$ cat src/rtl/fetch_unit_if.sv
`default_nettype none
// +----------------------------------------------------------------------------+
// | Module   : fetch_unit_if                                                   |
// | Brief    : Fetch front-end bundle: branch redirect, imem request/response  |
// |            and decode-side instruction handshake.                          |
// | Revision : 1.0                                                             |
// +----------------------------------------------------------------------------+
interface fetch_unit_if;
   logic        PCsrc;
   logic [31:0] BranchPC;
   logic [31:0] ImmOp;
   logic        imem_req_valid;
   logic [31:0] imem_req_addr;
   logic        imem_req_ready;
   logic        imem_rsp_valid;
   logic [31:0] imem_rsp_data;
   logic        instr_valid;
   logic [31:0] instr;
   logic [31:0] instr_pc;
   logic        instr_ready;

   // master is the fetch unit's view; slave is memory plus decode
   modport master (
      input  PCsrc, BranchPC, ImmOp,
      input  imem_req_ready, imem_rsp_valid, imem_rsp_data,
      input  instr_ready,
      output imem_req_valid, imem_req_addr,
      output instr_valid, instr, instr_pc
   );

   modport slave (
      output PCsrc, BranchPC, ImmOp,
      output imem_req_ready, imem_rsp_valid, imem_rsp_data,
      output instr_ready,
      input  imem_req_valid, imem_req_addr,
      input  instr_valid, instr, instr_pc
   );
endinterface
`default_nettype wire

$ cat src/rtl/fetch_unit.sv
`default_nettype none
// +----------------------------------------------------------------------------+
// | Module   : fetch_unit                                                      |
// | Brief    : Credit-limited instruction fetch with in-order pending-PC queue,|
// |            registered instruction buffer and branch flush with drop count. |
// | Revision : 1.0                                                             |
// +----------------------------------------------------------------------------+
module fetch_unit #(
   parameter logic [31:0] RESET_PC = 32'h0000_0000,
   parameter int          DEPTH    = 2
) (
   input  wire logic    clk,
   input  wire logic    rst,
   fetch_unit_if.master bus
);
   localparam int                c_PW      = $clog2(DEPTH);
   localparam int                c_CW      = c_PW + 1;
   localparam logic [c_CW-1:0]   c_DEPTH_C = c_CW'(DEPTH);
   localparam logic [c_CW:0]     c_DEPTH_X = (c_CW + 1)'(DEPTH);
   localparam logic [c_PW-1:0]   c_PONE    = c_PW'(1);
   localparam logic [c_CW-1:0]   c_CONE    = c_CW'(1);

   logic [31:0]     r_pc;
   logic [c_CW-1:0] r_count;
   logic [c_CW-1:0] r_outstanding;
   logic [c_CW-1:0] r_drop;
   logic [c_PW-1:0] r_head;
   logic [c_PW-1:0] r_tail;
   logic [c_PW-1:0] r_pq_head;
   logic [c_PW-1:0] r_pq_tail;
   logic [31:0]     r_buf_instr [DEPTH];
   logic [31:0]     r_buf_pc    [DEPTH];
   logic [31:0]     r_pq        [DEPTH];

   logic            w_valid;
   logic            w_req_valid;
   logic            w_accept;
   logic            w_rsp;
   logic            w_drop_rsp;
   logic            w_push;
   logic            w_pop;
   logic [c_CW:0]   w_credit_used;
   logic [c_CW-1:0] w_outstanding_nxt;

   assign w_valid           = (r_count != '0);
   assign w_credit_used     = {1'b0, r_count} + {1'b0, r_outstanding};
   assign w_req_valid       = !rst && !bus.PCsrc && (w_credit_used < c_DEPTH_X);
   assign w_accept          = w_req_valid && bus.imem_req_ready;
   // Responses with nothing in flight are stray (e.g. from before a reset)
   assign w_rsp             = bus.imem_rsp_valid && (r_outstanding != '0);
   assign w_drop_rsp        = w_rsp && (r_drop != '0);
   assign w_push            = w_rsp && (r_drop == '0);
   assign w_pop             = w_valid && bus.instr_ready;
   assign w_outstanding_nxt = r_outstanding + c_CW'(w_accept) - c_CW'(w_rsp);

   assign bus.imem_req_valid = w_req_valid;
   assign bus.imem_req_addr  = r_pc;
   assign bus.instr_valid    = w_valid;
   assign bus.instr          = w_valid ? r_buf_instr[r_head] : 32'd0;
   assign bus.instr_pc       = w_valid ? r_buf_pc[r_head]    : 32'd0;

   always_ff @(posedge clk) begin
      if (rst) begin
         r_pc          <= RESET_PC;
         r_count       <= '0;
         r_outstanding <= '0;
         r_drop        <= '0;
         r_head        <= '0;
         r_tail        <= '0;
         r_pq_head     <= '0;
         r_pq_tail     <= '0;
      end else begin
         r_outstanding <= w_outstanding_nxt;
         if (bus.PCsrc) begin
            // No accept can occur here, so every remaining in-flight word is stale
            r_pc      <= bus.BranchPC + bus.ImmOp;
            r_drop    <= w_outstanding_nxt;
            r_count   <= '0;
            r_head    <= '0;
            r_tail    <= '0;
            r_pq_head <= '0;
            r_pq_tail <= '0;
         end else begin
            if (w_accept) begin
               r_pc      <= r_pc + 32'd4;
               r_pq_tail <= r_pq_tail + c_PONE;
            end
            if (w_push) begin
               r_tail    <= r_tail + c_PONE;
               r_pq_head <= r_pq_head + c_PONE;
            end
            if (w_pop) begin
               r_head <= r_head + c_PONE;
            end
            if (w_drop_rsp) begin
               r_drop <= r_drop - c_CONE;
            end
            r_count <= r_count + c_CW'(w_push) - c_CW'(w_pop);
         end
      end
   end

   always_ff @(posedge clk) begin
      if (w_accept) begin
         r_pq[r_pq_tail] <= r_pc;
      end
      if (w_push) begin
         r_buf_instr[r_tail] <= bus.imem_rsp_data;
         r_buf_pc[r_tail]    <= r_pq[r_pq_head];
      end
   end

   a_no_overflow: assert property (@(posedge clk) disable iff (rst)
      !(w_push && !bus.PCsrc && !w_pop && (r_count == c_DEPTH_C)));

endmodule
`default_nettype wire

$ cat src/flat_wrapper.sv
// flat-port wrapper written by rule: the top's interface ports become plain ports
module fetch_unit_flat 
#(
   parameter logic [31:0] RESET_PC = 32'h0000_0000,
   parameter int          DEPTH    = 2
)
  (clk, rst, bus_PCsrc, bus_BranchPC, bus_ImmOp, bus_imem_req_ready, bus_imem_rsp_valid, bus_imem_rsp_data, bus_instr_ready, bus_imem_req_valid, bus_imem_req_addr, bus_instr_valid, bus_instr, bus_instr_pc);
  fetch_unit_if bus_i ();
  input  wire logic clk;
  input  wire logic rst;
  input wire logic [$bits(bus_i.PCsrc)-1:0] bus_PCsrc;
  input wire logic [$bits(bus_i.BranchPC)-1:0] bus_BranchPC;
  input wire logic [$bits(bus_i.ImmOp)-1:0] bus_ImmOp;
  input wire logic [$bits(bus_i.imem_req_ready)-1:0] bus_imem_req_ready;
  input wire logic [$bits(bus_i.imem_rsp_valid)-1:0] bus_imem_rsp_valid;
  input wire logic [$bits(bus_i.imem_rsp_data)-1:0] bus_imem_rsp_data;
  input wire logic [$bits(bus_i.instr_ready)-1:0] bus_instr_ready;
  output wire logic [$bits(bus_i.imem_req_valid)-1:0] bus_imem_req_valid;
  output wire logic [$bits(bus_i.imem_req_addr)-1:0] bus_imem_req_addr;
  output wire logic [$bits(bus_i.instr_valid)-1:0] bus_instr_valid;
  output wire logic [$bits(bus_i.instr)-1:0] bus_instr;
  output wire logic [$bits(bus_i.instr_pc)-1:0] bus_instr_pc;
  assign bus_i.PCsrc = bus_PCsrc;
  assign bus_i.BranchPC = bus_BranchPC;
  assign bus_i.ImmOp = bus_ImmOp;
  assign bus_i.imem_req_ready = bus_imem_req_ready;
  assign bus_i.imem_rsp_valid = bus_imem_rsp_valid;
  assign bus_i.imem_rsp_data = bus_imem_rsp_data;
  assign bus_i.instr_ready = bus_instr_ready;
  assign bus_imem_req_valid = bus_i.imem_req_valid;
  assign bus_imem_req_addr = bus_i.imem_req_addr;
  assign bus_instr_valid = bus_i.instr_valid;
  assign bus_instr = bus_i.instr;
  assign bus_instr_pc = bus_i.instr_pc;
  fetch_unit #(.RESET_PC(RESET_PC), .DEPTH(DEPTH)) u_core (.clk(clk), .rst(rst), .bus(bus_i));
endmodule
$ cat config.mk
export PLATFORM = sky130hd
export DESIGN_NAME = fetch_unit_flat
export DESIGN_NICKNAME = d
export VERILOG_FILES = /design/src/rtl/fetch_unit_if.sv /design/src/rtl/fetch_unit.sv /design/src/flat_wrapper.sv
export SDC_FILE = /design/constraint.sdc
export NUM_CORES = 1
export LEC_CHECK = 0
export CORE_MARGIN = 2
export CORE_UTILIZATION = 49
export CTS_BUF_LIST = sky130_fd_sc_hd__clkbuf_8
export DETAILED_ROUTE_END_ITERATION = 6
export GPL_TIMING_DRIVEN = 1
export PLACE_DENSITY = 0.78
export SLEW_MARGIN = 20
export SYNTH_ARGS = -nofsm -noshare
export SYNTH_HDL_FRONTEND = slang
export SYNTH_SLANG_ARGS = --single-unit
$ cat constraint.sdc
create_clock -name clk -period 4.2 [get_ports clk]
set_input_delay 0.84 -clock clk [delete_from_list [all_inputs] [get_ports clk]]
set_output_delay 0.84 -clock clk [all_outputs]
set_load 0.02 [all_outputs]
Yosys cells after proc, flatten, opt, wreduce, memory -nomap -nowiden --
Memories as Yosys holds them, arrays and structs flattened. A register that Yosys moved wholly into a read port is not among the register bits. Cells that the tools add are included. Widths: inputs -> output; s select.
Storage, ports and cells: memory bits (writable) 192, output and inout port bits 98, memories kept 3, bits of input ports 102, flip-flop bits (word level) 42
Operators by class: add/subtract/negate cells 12, reductions and logical operators 16, magnitude comparators 1, muxes and demuxes 16
Memories:
- u_core.r_buf_instr | words 2, bits a word 32, rd ports 1, clocked after Yosys merged registers in 1, wr ports 1, line fetch_unit.sv:31 | logic [31:0] r_buf_instr [DEPTH];
- u_core.r_buf_pc | words 2, bits a word 32, rd ports 1, clocked after Yosys merged registers in 1, wr ports 1, line fetch_unit.sv:32 | logic [31:0] r_buf_pc [DEPTH];
- u_core.r_pq | words 2, bits a word 32, rd ports 1, clocked after Yosys merged registers in 1, wr ports 1, line fetch_unit.sv:33 | logic [31:0] r_pq [DEPTH];
Operator list (number):
- $mux 32 | 4
- $add 32x3->32 const B | 1
- $add 32x32->32 | 1
- $mux 1 | 10
- $reduce_bool 2->1 | 5
- $logic_and 1x1->1 | 7
- $add 1x1->1 const B | 4
- $add 2x1->2 | 2
- $mux 2 | 2
- $sub 2x1->2 | 2
- $add 2x2->3 | 1
- $lt 3x2->1 const B | 1
- $logic_not 1->1 | 2
- $logic_not 2->1 | 1
- $reduce_or 2->1 | 1
- $sub 2x1->2 const B | 1

Logic depth before layout (Yosys ltp) --
Gate-level depths: netlist (run 1).
depth after elaboration 7, depth in mapped cells 11, gate-level depth less buffers 11

Worst setup path before layout (run 1) --
Ideal clock, no wire load.
kind in2reg, from input bus_imem_rsp_valid, to memory u_core.r_buf_instr[0][0] (enable), slack -0.084 ns, path buffers 0, stages on the path 3, setup time 0.486 ns, arrival 3.798 ns, data required time 3.714 ns, cells stage by stage o21a_1 -> nand2_1 -> nor2_1
On the way: longest elaborated chain between the ends 4
RTL lines:
- start: declaration | line flat_wrapper.sv:15 | input wire logic [$bits(bus_i.imem_rsp_valid)-1:0] bus_imem_rsp_valid;
- $logic_and 1x1->1 | line fetch_unit.sv:50 | assign w_rsp = bus.imem_rsp_valid && (r_outstanding != '0);
- $logic_and 1x1->1 | line fetch_unit.sv:52 | assign w_push = w_rsp && (r_drop == '0);
- $mux 1 | line fetch_unit.sv:107 | if (w_push) begin
- $mux 1 (implied by the code) | line fetch_unit.sv:108 | r_buf_instr[r_tail] <= bus.imem_rsp_data;
- end: declaration | line fetch_unit.sv:31
Every way passes these cells.

Worst setup path after layout (run 1) --
from input rst, to output bus_imem_req_valid
On the way: longest elaborated chain between the ends 3
RTL lines:
- start: declaration | line flat_wrapper.sv:10 | input wire logic rst;
- $logic_not 1->1 | line fetch_unit.sv:47 | assign w_req_valid = !rst && !bus.PCsrc && (w_credit_used < c_DEPTH_X);
- $logic_and 1x1->1 (2 in series) | line fetch_unit.sv:47
- end: declaration | line flat_wrapper.sv:18 | output wire logic [$bits(bus_i.imem_req_valid)-1:0] bus_imem_req_valid;
Every way passes these cells.

==> metrics.yaml, run 1 <==
run_status:
  outcome: "completed"
clock_tree:
  tritoncts.num_buffers: 36
  clock_sinks: 236
  htreeDepth: 2
  cts_max_path_buffers: 3
  cts_root_buffer: "clkbuf_8"
  cts.hold.buffers_added: 0
  ctsResizeCount: 0
  clk_pin_slew_worst_paths_ps: 60
  cts_setup_buffers: 0
  cts_tree: "done"
  clkLatencyLatePin_ps: 520
detailed_routing:
  wirelength_um: 23500
  drtIter0Drc: 462
  drc: 0
  post_drt_wl_per_cell_um: 16.9
  drtAntennaViolNets: 0
  routed_via_density: 5.39
  routed-via-count: 7471
  firstDrtPassIters: 5
die:
  die_h_um: 154
  io_pins: 200
  coreArea_um2: 22000
  initial_utilization: 0.503
  num_rows: 54
  dieArea_um2: 23800
  die_w_um: 154
timing:
  min_period_ps: 3490
  finalSetupViolations: 0
  clock_skew_ps: 21.7
  setup_tns_ps: 0
  fin_crit_sh: 0.831
  final_hold_viol_count: 0
  maxSlewViolCount: 0
  slew_headroom: 0.472
  rsz0062_at_grt: "false"
  max_freq_mhz: 286
  worst_pin_slew_ps: 791
power_and_ir_drop:
  p_leak_nw: 4.93
  switching_share: 0.283
  internal-power_mw: 4.26
  net-switching-power_mw: 1.68
  ir_drop_mv: 0.174
  seqPwrFrac: 0.496
  combPwrFrac: 0.226
  p_per_area_nw_per_um2: 424
  p_clk_frac: 0.278
synth:
  async_flop_share: 0
  netlist_area_um2: 11100
  synth_warnings: 0
  netlist.area_leader.share: 0.522
  syn_avg_cell_area_um2: 12.6
  syn-num-nets: 1016
  synth_most_common_cell: "edfxtp_1"
  synth_top_cells_by_count: "192 x edfxtp_1, 112 x nor2_1, 65 x mux2i_1"
  synth_area_leaders: "edfxtp_1 52%, dfxtp_1 8.0%, mux2i_1 5.9%"
  syn_inst: 875
  yosysTopAreaCell: "edfxtp_1"
  ys_seq_area_frac: 0.601
  synth-edff-count: 192
  synth-main-ff-cell: "edfxtp_1"
  ys_ff_latch: 236
  yosysUniqueCellTypes: 68
global_route:
  grt_usage: 0.197
  first_global_vias: 7363
  overflow: 0
  antenna_found_initial: 0
  grt_pass1_wl_um: 37600
  grt_max_degree: 54
finish:
  drive_gt1_frac: 0.107
  register_area_um2: 6650
  area_growth_pct: 26.9
  n_antenna_cell: 0
  post-route-util: 0.639
  nNetsFinal: 1227
  fillers: 1713
  multi_input_area_um2: 4190
critical_path:
  arrival_ps: 2650
  crit_required_ps: 3360
  slowest_stage: "clkdlybuf4s50_1"
  crit_path_max_incr_delay_ps: 660
  worstSetupEndpointType: "output port"
  path_max_fanout: 12
  worst-setup-path-type: "input port to output port"
  path_cells: "clkdlybuf4s50_1 -> or2_2 -> nor3_1 -> clkdlybuf4s50_1"
  cpMostUsedCell: "clkdlybuf4s50_1"
  worstSetupStartpointType: "input port"
placed_design:
  finalWeightedCongestion: 0.863
  numPortBuffers: 199
  dpl.hpwl_um: 16500
min_path:
  hp-class: "flip-flop to flip-flop"
flow_run:
  maxCapViolCount: 0
==> worst paths after layout <==
path | slack, ps | cells past startpoint | endpoint | from
worst min register to register | 510 | 2 | flip-flop | u_core.r_pq_head$_SDFFE_PP0P_
worst min-delay path | 510 | 2 | flip-flop | u_core.r_pq_head$_SDFFE_PP0P_
worst max register to register | 1120 | 12 | u_core.bus.imem_req_addr[28]$_SDFFE_PP0N_ | u_core.r_count[0]$_SDFF_PP0_
worst max-delay path | 710 | 4 | bus_imem_req_valid | rst
==> area by class of cell <==
cell class	instances	area share
Clock inverter	21	0.00678
Multi-Input combinational cell	578	0.299
Tap cell	280	0.0250
Sequential cell	236	0.474
Clock buffer	38	0.0373
Inverter	21	0.00562
Timing Repair Buffer	213	0.153
==> state kept, by name (all words and copies together), names as in the netlist, 2 cells and up, named ones only <==
register	count
u_core.r_buf_instr	64
u_core.r_buf_pc	64
u_core.r_pq	64
u_core.bus.imem_req_addr	32
u_core.r_count	2
u_core.r_drop	2
u_core.r_outstanding	2
==> cells by family after synthesis <==
logic type                 after synthesis  synth area share
muxes                                  100            0.0945
AOI/OAI and AO/OA                      149            0.0913
adders and majority gates               39            0.0455
and+or+nand+nor                        236             0.103
DFF                                    236             0.601
buffers and inverters                   61            0.0215
xor gates and xnor gates                54            0.0428
==> power groups by stage <==
stage	sequential (mW)	clock (mW)	combinational [mW]
2_1_floorplan	3.00	0	0.776
3_3_place_gp	2.98	0	1.33
3_5_place_dp	3.00	0	1.34
4_1_cts	2.95	1.70	1.35
5_1_grt	2.97	1.80	1.47
6_report	2.95	1.65	1.34
==> per-stage QoR <==
step	hold WS, ps	instance area [um^2]	instances	power (mW)	worst slack (ps)
floorplan	472	11100	875	3.78	985
global placement	490	13400	1328	4.31	567
detailed placement	496	13400	1328	4.34	510
CTS	514	14000	1387	6.00	640
global route	534	14000	1387	6.23	640
finish	511	14000	1387	5.94	709
==> placed cells by master, fill, tap and decap left out, types with 9 or more instances in the layout <==
master,netlist,final
a21o_1,19,19
dfxtp_1,44,43
buf_4,1,10
nand2_1,35,35
nand4_1,11,11
clkbuf_8,0,38
inv_1,21,32
mux2_2,35,35
and3_1,10,9
a211oi_1,23,23
o21ai_0,16,16
nor2_1,112,109
nand3_1,16,16
xnor2_1,27,27
a21oi_1,42,42
ha_1,37,37
clkdlybuf4s50_1,0,198
xor2_1,27,27
edfxtp_1,192,192
nor3_1,11,11
mux2i_1,65,65
==> layer usage <==
metal | share of wire | track usage | up-vias
li1 | - | - | 3681
met3 | 0.063 | 0.0434 | 49
met4 | 0.029 | 0.0765 | 0
met2 | 0.48 | 0.330 | 245
met1 | 0.43 | 0.250 | 3496
met5 | 0 | 0 | -
==> critical path, delay by kind of cell <==
kind	cells	cell delay (ps)
and+or+nand+nor	2	710
buffers and inverters	2	1100
Note: power is estimated with default switching activity, not from simulation.
==> run 2, diff against run 1 <==
==> constraint.sdc (replaced) <==
create_clock -name clk -period 3.2 [get_ports clk]
set_input_delay 0.64 -clock clk [delete_from_list [all_inputs] [get_ports clk]]
set_output_delay 0.64 -clock clk [all_outputs]
set_load 0.02 [all_outputs]
==> run 2 against run 1 <==
First-iteration DRC count up 10%; combinational power up 32%; utilization up 1.2 points; routed wire length down 0.55%; die area unchanged; critical endpoint is now bus_instr[27]; largest power group unchanged; highest routed layer unchanged.
==> metrics.yaml, run 2 (synthesis gave the netlist of run 1 again) <==
timing:
  clock_skew_ps: 28.2
  fin_crit_sh: 0.942
  finalSetupViolations: 0
  maxSlewViolCount: 0
  rsz0062_at_grt: "false"
  max_freq_mhz: 332
  worst_pin_slew_ps: 623
  slew_headroom: 0.584
  final_hold_viol_count: 0
  min_period_ps: 3010
clock_tree:
  cts_tree: "done"
  clk_pin_slew_worst_paths_ps: 60
  clock_sinks: 236
  cts_max_path_buffers: 3
  htreeDepth: 2
  cts.hold.buffers_added: 0
  cts_root_buffer: "clkbuf_8"
  clkLatencyLatePin_ps: 520
  tritoncts.num_buffers: 36
detailed_routing:
  post_drt_wl_per_cell_um: 16.5
  drtAntennaViolNets: 0
  routed_via_density: 5.33
  routed-via-count: 7546
  drc: 0
  firstDrtPassIters: 5
  drtIter0Drc: 508
  wirelength_um: 23400
min_path:
  hp-class: "flip-flop to flip-flop"
  min_to: "u_core.r_pq_head$_SDFFE_PP0P_"
  worstHoldStart: "u_core.r_pq_head$_SDFFE_PP0P_"
  hold_path_depth: 2
finish:
  reg.largest.list: "u_core.r_buf_instr: 64 flops, u_core.r_buf_pc: 64 flops, u_core.r_pq: 64 flops"
  n_antenna_cell: 0
  layout_common_cells: "197 x clkdlybuf4s50_1, 192 x edfxtp_1, 108 x nor2_1"
  post-route-util: 0.651
  area_growth_pct: 29.2
  fillers: 1662
  nNetsFinal: 1250
  multi_input_area_um2: 4190
  drive_gt1_frac: 0.132
  final_common_cell: "clkdlybuf4s50_1"
  register_area_um2: 6650
critical_path:
  arrival_ps: 2370
  ff2ff_setup_slack_ps: 360
  crit_required_ps: 2560
  timing.rr.end: "u_core.bus.imem_req_addr[28]$_SDFFE_PP0N_"
  worstSetupStartpointType: "flip-flop"
  worstRegToRegCells: 11
  r2r_start: "u_core.r_count[0]$_SDFF_PP0_"
  path_max_fanout: 24
  worst-setup-path-type: "flip-flop to output port"
  worstSetupEndpointType: "output port"
power_and_ir_drop:
  ir_drop_mv: 0.272
  p_total_mw: 8.01
  p_per_area_nw_per_um2: 561
  p_leak_nw: 5.08
global_route:
  antenna_found_initial: 0
  overflow: 0
  first_global_vias: 7462
  grt_usage: 0.194
  grt_max_degree: 65
  grt_pass1_wl_um: 37000
die:
  die_h_um: 154
  io_pins: 200
  dieArea_um2: 23800
  num_rows: 54
  coreArea_um2: 22000
  initial_utilization: 0.503
  die_w_um: 154
flow_run:
  maxCapViolCount: 0
placed_design:
  dpl.hpwl_um: 16400
  numPortBuffers: 199
  finalWeightedCongestion: 0.872
run_status:
  outcome: "completed"
## run 2: changes by cell type in the layout (fill, tap and decap cells not counted)
| cell | delta |
|---|---|
| inv_1 | -4 |
| clkinv_2 | +5 |
| inv_6 | -1 |
| dlygate4sd2_1 | +1 |
| clkinv_1 | +1 |
| buf_4 | +23 |
| clkinvlp_4 | -1 |
| nor2_2 | +1 |
| nor2_1 | -1 |
| clkbuf_8 | +4 |
| bufinv_16 | +1 |
| clkdlybuf4s50_1 | -1 |
## run 2: worst max path at each step
stage                                                            to  depth (start not counted)                                from
final                                                 bus_instr[27]                          4                           flip-flop
after CTS                                             bus_instr[27]                          4                           flip-flop
after global routing      u_core.bus.imem_req_addr[30]$_SDFFE_PP0N_                         12                        bus_ImmOp[0]
after global placement    u_core.bus.imem_req_addr[30]$_SDFFE_PP0N_                         12                        bus_ImmOp[0]
after floorplan                         u_core.r_pq[0][0]$_DFFE_PP_                          6  u_core.r_outstanding[0]$_SDFF_PP0_
after detailed placement  u_core.bus.imem_req_addr[30]$_SDFFE_PP0N_                         12                        bus_ImmOp[0]
## run 2: critical path, cell delays in order (launching register included)
cell and delay, ps:
dfxtp_4 630, buf_4 380, mux2i_1 120, nor2_1 120, clkdlybuf4s50_1 610
## run 2: power breakdown
group	internal, mW	switching (mW)
logic	0.809	0.964
clock network	1.28	1.09
registers	3.70	0.162
total	5.79	2.22
## run 2: metrics by stage
stage	std cells	hold WS, ps	cell area (um^2)	setup TNS, ps	worst slack, ps
after floorplan	875	472	11100	0	102
after global placement	1351	484	13600	-587	-220
after detailed placement	1351	496	13600	-1150	-278
after CTS	1415	524	14300	0	127
after global routing	1415	535	14300	0	36.7
final	1415	515	14300	0	185
## run 2: routing by layer
metal / up-vias / routed length, um / GRT usage / part of all wire
li1: 3727 / - / - / -
met1: 3549 / 9660 / 0.230 / 0.41
met2: 232 / 11700 / 0.345 / 0.50
met3: 38 / 1440 / 0.0465 / 0.062
met4: 0 / 537 / 0.0668 / 0.023
met5: - / 0 / 0 / 0
## run 2: cell type report
cell class                      instances  share of cell area
Sequential cell                       236               0.466
Multi-Input combinational cell        578               0.293
Timing Repair Buffer                  236               0.162
Clock buffer                           42              0.0405
Tap cell                              280              0.0245
Clock inverter                         22             0.00858
Inverter                               21             0.00552
## run 2: timing repair
action / in CTS / in global routing
setup endpoints to repair: 1 / 1
gates resized for setup: 1 / 1
gates cloned: 0 / 0
setup buffers: 0 / 0
hold endpoints to repair: 0 / 0
==> run 3, diff against run 2 <==
--- a/config.mk
+++ b/config.mk
@@ -10,7 +10,7 @@
 export CTS_BUF_LIST = sky130_fd_sc_hd__clkbuf_8
 export DETAILED_ROUTE_END_ITERATION = 6
 export GPL_TIMING_DRIVEN = 1
-export PLACE_DENSITY = 0.78
+export PLACE_DENSITY = 0.82
 export SLEW_MARGIN = 20
 export SYNTH_ARGS = -nofsm -noshare
 export SYNTH_HDL_FRONTEND = slang
==> run 3 against run 2 <==
Total power is 0.49% lower; setup slack better by 44 ps; die area unchanged; register-to-register slack worse by 60 ps; worst hold slack worse by 9.0 ps; utilization up 0.19 points; combinational power about the same; flip-flop and latch count did not move; clock skew decreased by 5.6 ps; critical path depth up 8; largest power group unchanged; global-route usage is 0.13 points higher; critical endpoint is now u_core.bus.imem_req_addr[30]$_SDFFE_PP0N_.
==> metrics.yaml, run 3 (synthesis gave the netlist of run 1 again) <==
detailed_routing:
  drtIter0Drc: 476
  drtAntennaViolNets: 0
  firstDrtPassIters: 5
  wirelength_um: 23500
  routed-via-count: 7566
  post_drt_wl_per_cell_um: 16.5
  routed_via_density: 5.31
  drc: 0
placed_design:
  finalWeightedCongestion: 0.873
  dpl.hpwl_um: 16600
  place_area_um2: 13600
  numPortBuffers: 199
  dp_slack_ps: -260
critical_path:
  path_cells: "clkdlybuf4s50_1 -> ha_1 -> inv_1 -> fa_1 -> nand2b_1 -> a21oi_1 -> o211ai_2 -> nor3_2 -> o31ai_1 -> and3_1 -> or4_1 -> nand3_1"
  crit_required_ps: 3650
  cpLargestDelayFamily: "simple AND/OR/NAND/NOR gates"
  arrival_ps: 3420
  path_buf_inv: 2
  path_max_fanout: 3
  worstSetupEndpointType: "flip-flop"
  slowest_stage: "clkdlybuf4s50_1"
  worst-setup-path-type: "input port to flip-flop"
  worstSetupStartpointType: "input port"
  crit_path_max_incr_delay_ps: 480
timing:
  slew_headroom: 0.571
  setup_slack_ps: 230
  holdWs_ps: 506
  rsz0062_at_grt: "false"
  finalSetupViolations: 0
  max_freq_mhz: 337
  fin_crit_sh: 0.928
  final_hold_viol_count: 0
  clock_skew_ps: 22.5
  maxSlewViolCount: 0
  min_period_ps: 2970
  worst_pin_slew_ps: 642
die:
  dieArea_um2: 23800
  initial_utilization: 0.503
  die_w_um: 154
  die_h_um: 154
  io_pins: 200
  coreArea_um2: 22000
  num_rows: 54
global_route:
  overflow: 0
  antenna_found_initial: 0
  first_global_vias: 7323
  grt_usage: 0.195
  grt_pass1_wl_um: 37100
  grt_max_degree: 66
power_and_ir_drop:
  ir_drop_mv: 0.302
  switching_share: 0.279
  net-switching-power_mw: 2.23
  internal-power_mw: 5.74
  seqPwrFrac: 0.484
  p_clk_frac: 0.291
  combPwrFrac: 0.225
  p_total_mw: 7.97
  p_per_area_nw_per_um2: 556
  p_leak_nw: 5.13
clock_tree:
  cts_root_buffer: "clkbuf_8"
  cts.hold.buffers_added: 0
  tritoncts.num_buffers: 37
  cts_tree: "done"
  htreeDepth: 2
  clk_pin_slew_worst_paths_ps: 60
  ctsResizeCount: 1
  cts_setup_buffers: 0
  clkLatencyLatePin_ps: 520
  cts_max_path_buffers: 3
  clock_sinks: 236
min_path:
  hp-class: "flip-flop to flip-flop"
finish:
  final_common_cell: "clkdlybuf4s50_1"
  area_growth_pct: 29.6
  n_antenna_cell: 0
  drive_gt1_frac: 0.131
  fin_area_um2: 14300
  nNetsFinal: 1256
  reg.largest.list: "u_core.r_buf_instr: 64 flops, u_core.r_buf_pc: 64 flops, u_core.r_pq: 64 flops"
  post-route-util: 0.652
  layout_common_cells: "197 x clkdlybuf4s50_1, 192 x edfxtp_1, 109 x nor2_1"
flow_run:
  maxCapViolCount: 0
run_status:
  outcome: "completed"
run 3: power by group through the flow:
stage          sequential [mW]  clock (mW)  combinational, mW
5_1_grt                   3.89        2.50               1.96
3_5_place_dp              3.92           0               1.81
6_report                  3.86        2.32               1.79
4_1_cts                   3.86        2.38               1.81
2_1_floorplan             3.94           0               1.02
3_3_place_gp              3.90           0               1.77
run 3: worst min-delay path, cell delays in order (launching register included):
cell,delay [ps]
dfxtp_1,320
xor2_1,80
nor2_1,70
run 3: per-layer routing:
| metal | GRT usage | vias up | wire length, um |
|---|---|---|---|
| li1 | - | 3747 | - |
| met1 | 0.241 | 3543 | 9900 |
| met2 | 0.341 | 240 | 11600 |
| met3 | 0.0420 | 36 | 1460 |
| met4 | 0.0668 | 0 | 585 |
| met5 | 0 | - | 0 |
run 3: path summary, 6_finish.rpt:
kind	slack, ps	start	to	cells past startpoint
worst max-delay path	230	bus_ImmOp[0]	u_core.bus.imem_req_addr[30]$_SDFFE_PP0N_	12
worst min-delay path	510	u_core.r_pq_head$_SDFFE_PP0P_	flip-flop	2
worst max register to register	300	u_core.r_count[0]$_SDFF_PP0_	u_core.bus.imem_req_addr[28]$_SDFFE_PP0N_	11
worst min register to register	510	u_core.r_pq_head$_SDFFE_PP0P_	flip-flop	2
run 3: cell type report:
cell class | count | area, um^2
Clock buffer | 43 | 592
Clock inverter | 25 | 103
Fill cell | 1648 | 7630
Inverter | 21 | 78.8
Multi-Input combinational cell | 578 | 4190
Sequential cell | 236 | 6650
Tap cell | 280 | 350
Timing Repair Buffer | 241 | 2360
run 3: per-stage QoR:
step | instances | TNS, ps
5_1_grt | 1424 | 0
6_report | 1424 | 0
3_3_place_gp | 1356 | -753
4_1_cts | 1424 | 0
3_5_place_dp | 1356 | -1020
2_1_floorplan | 875 | 0
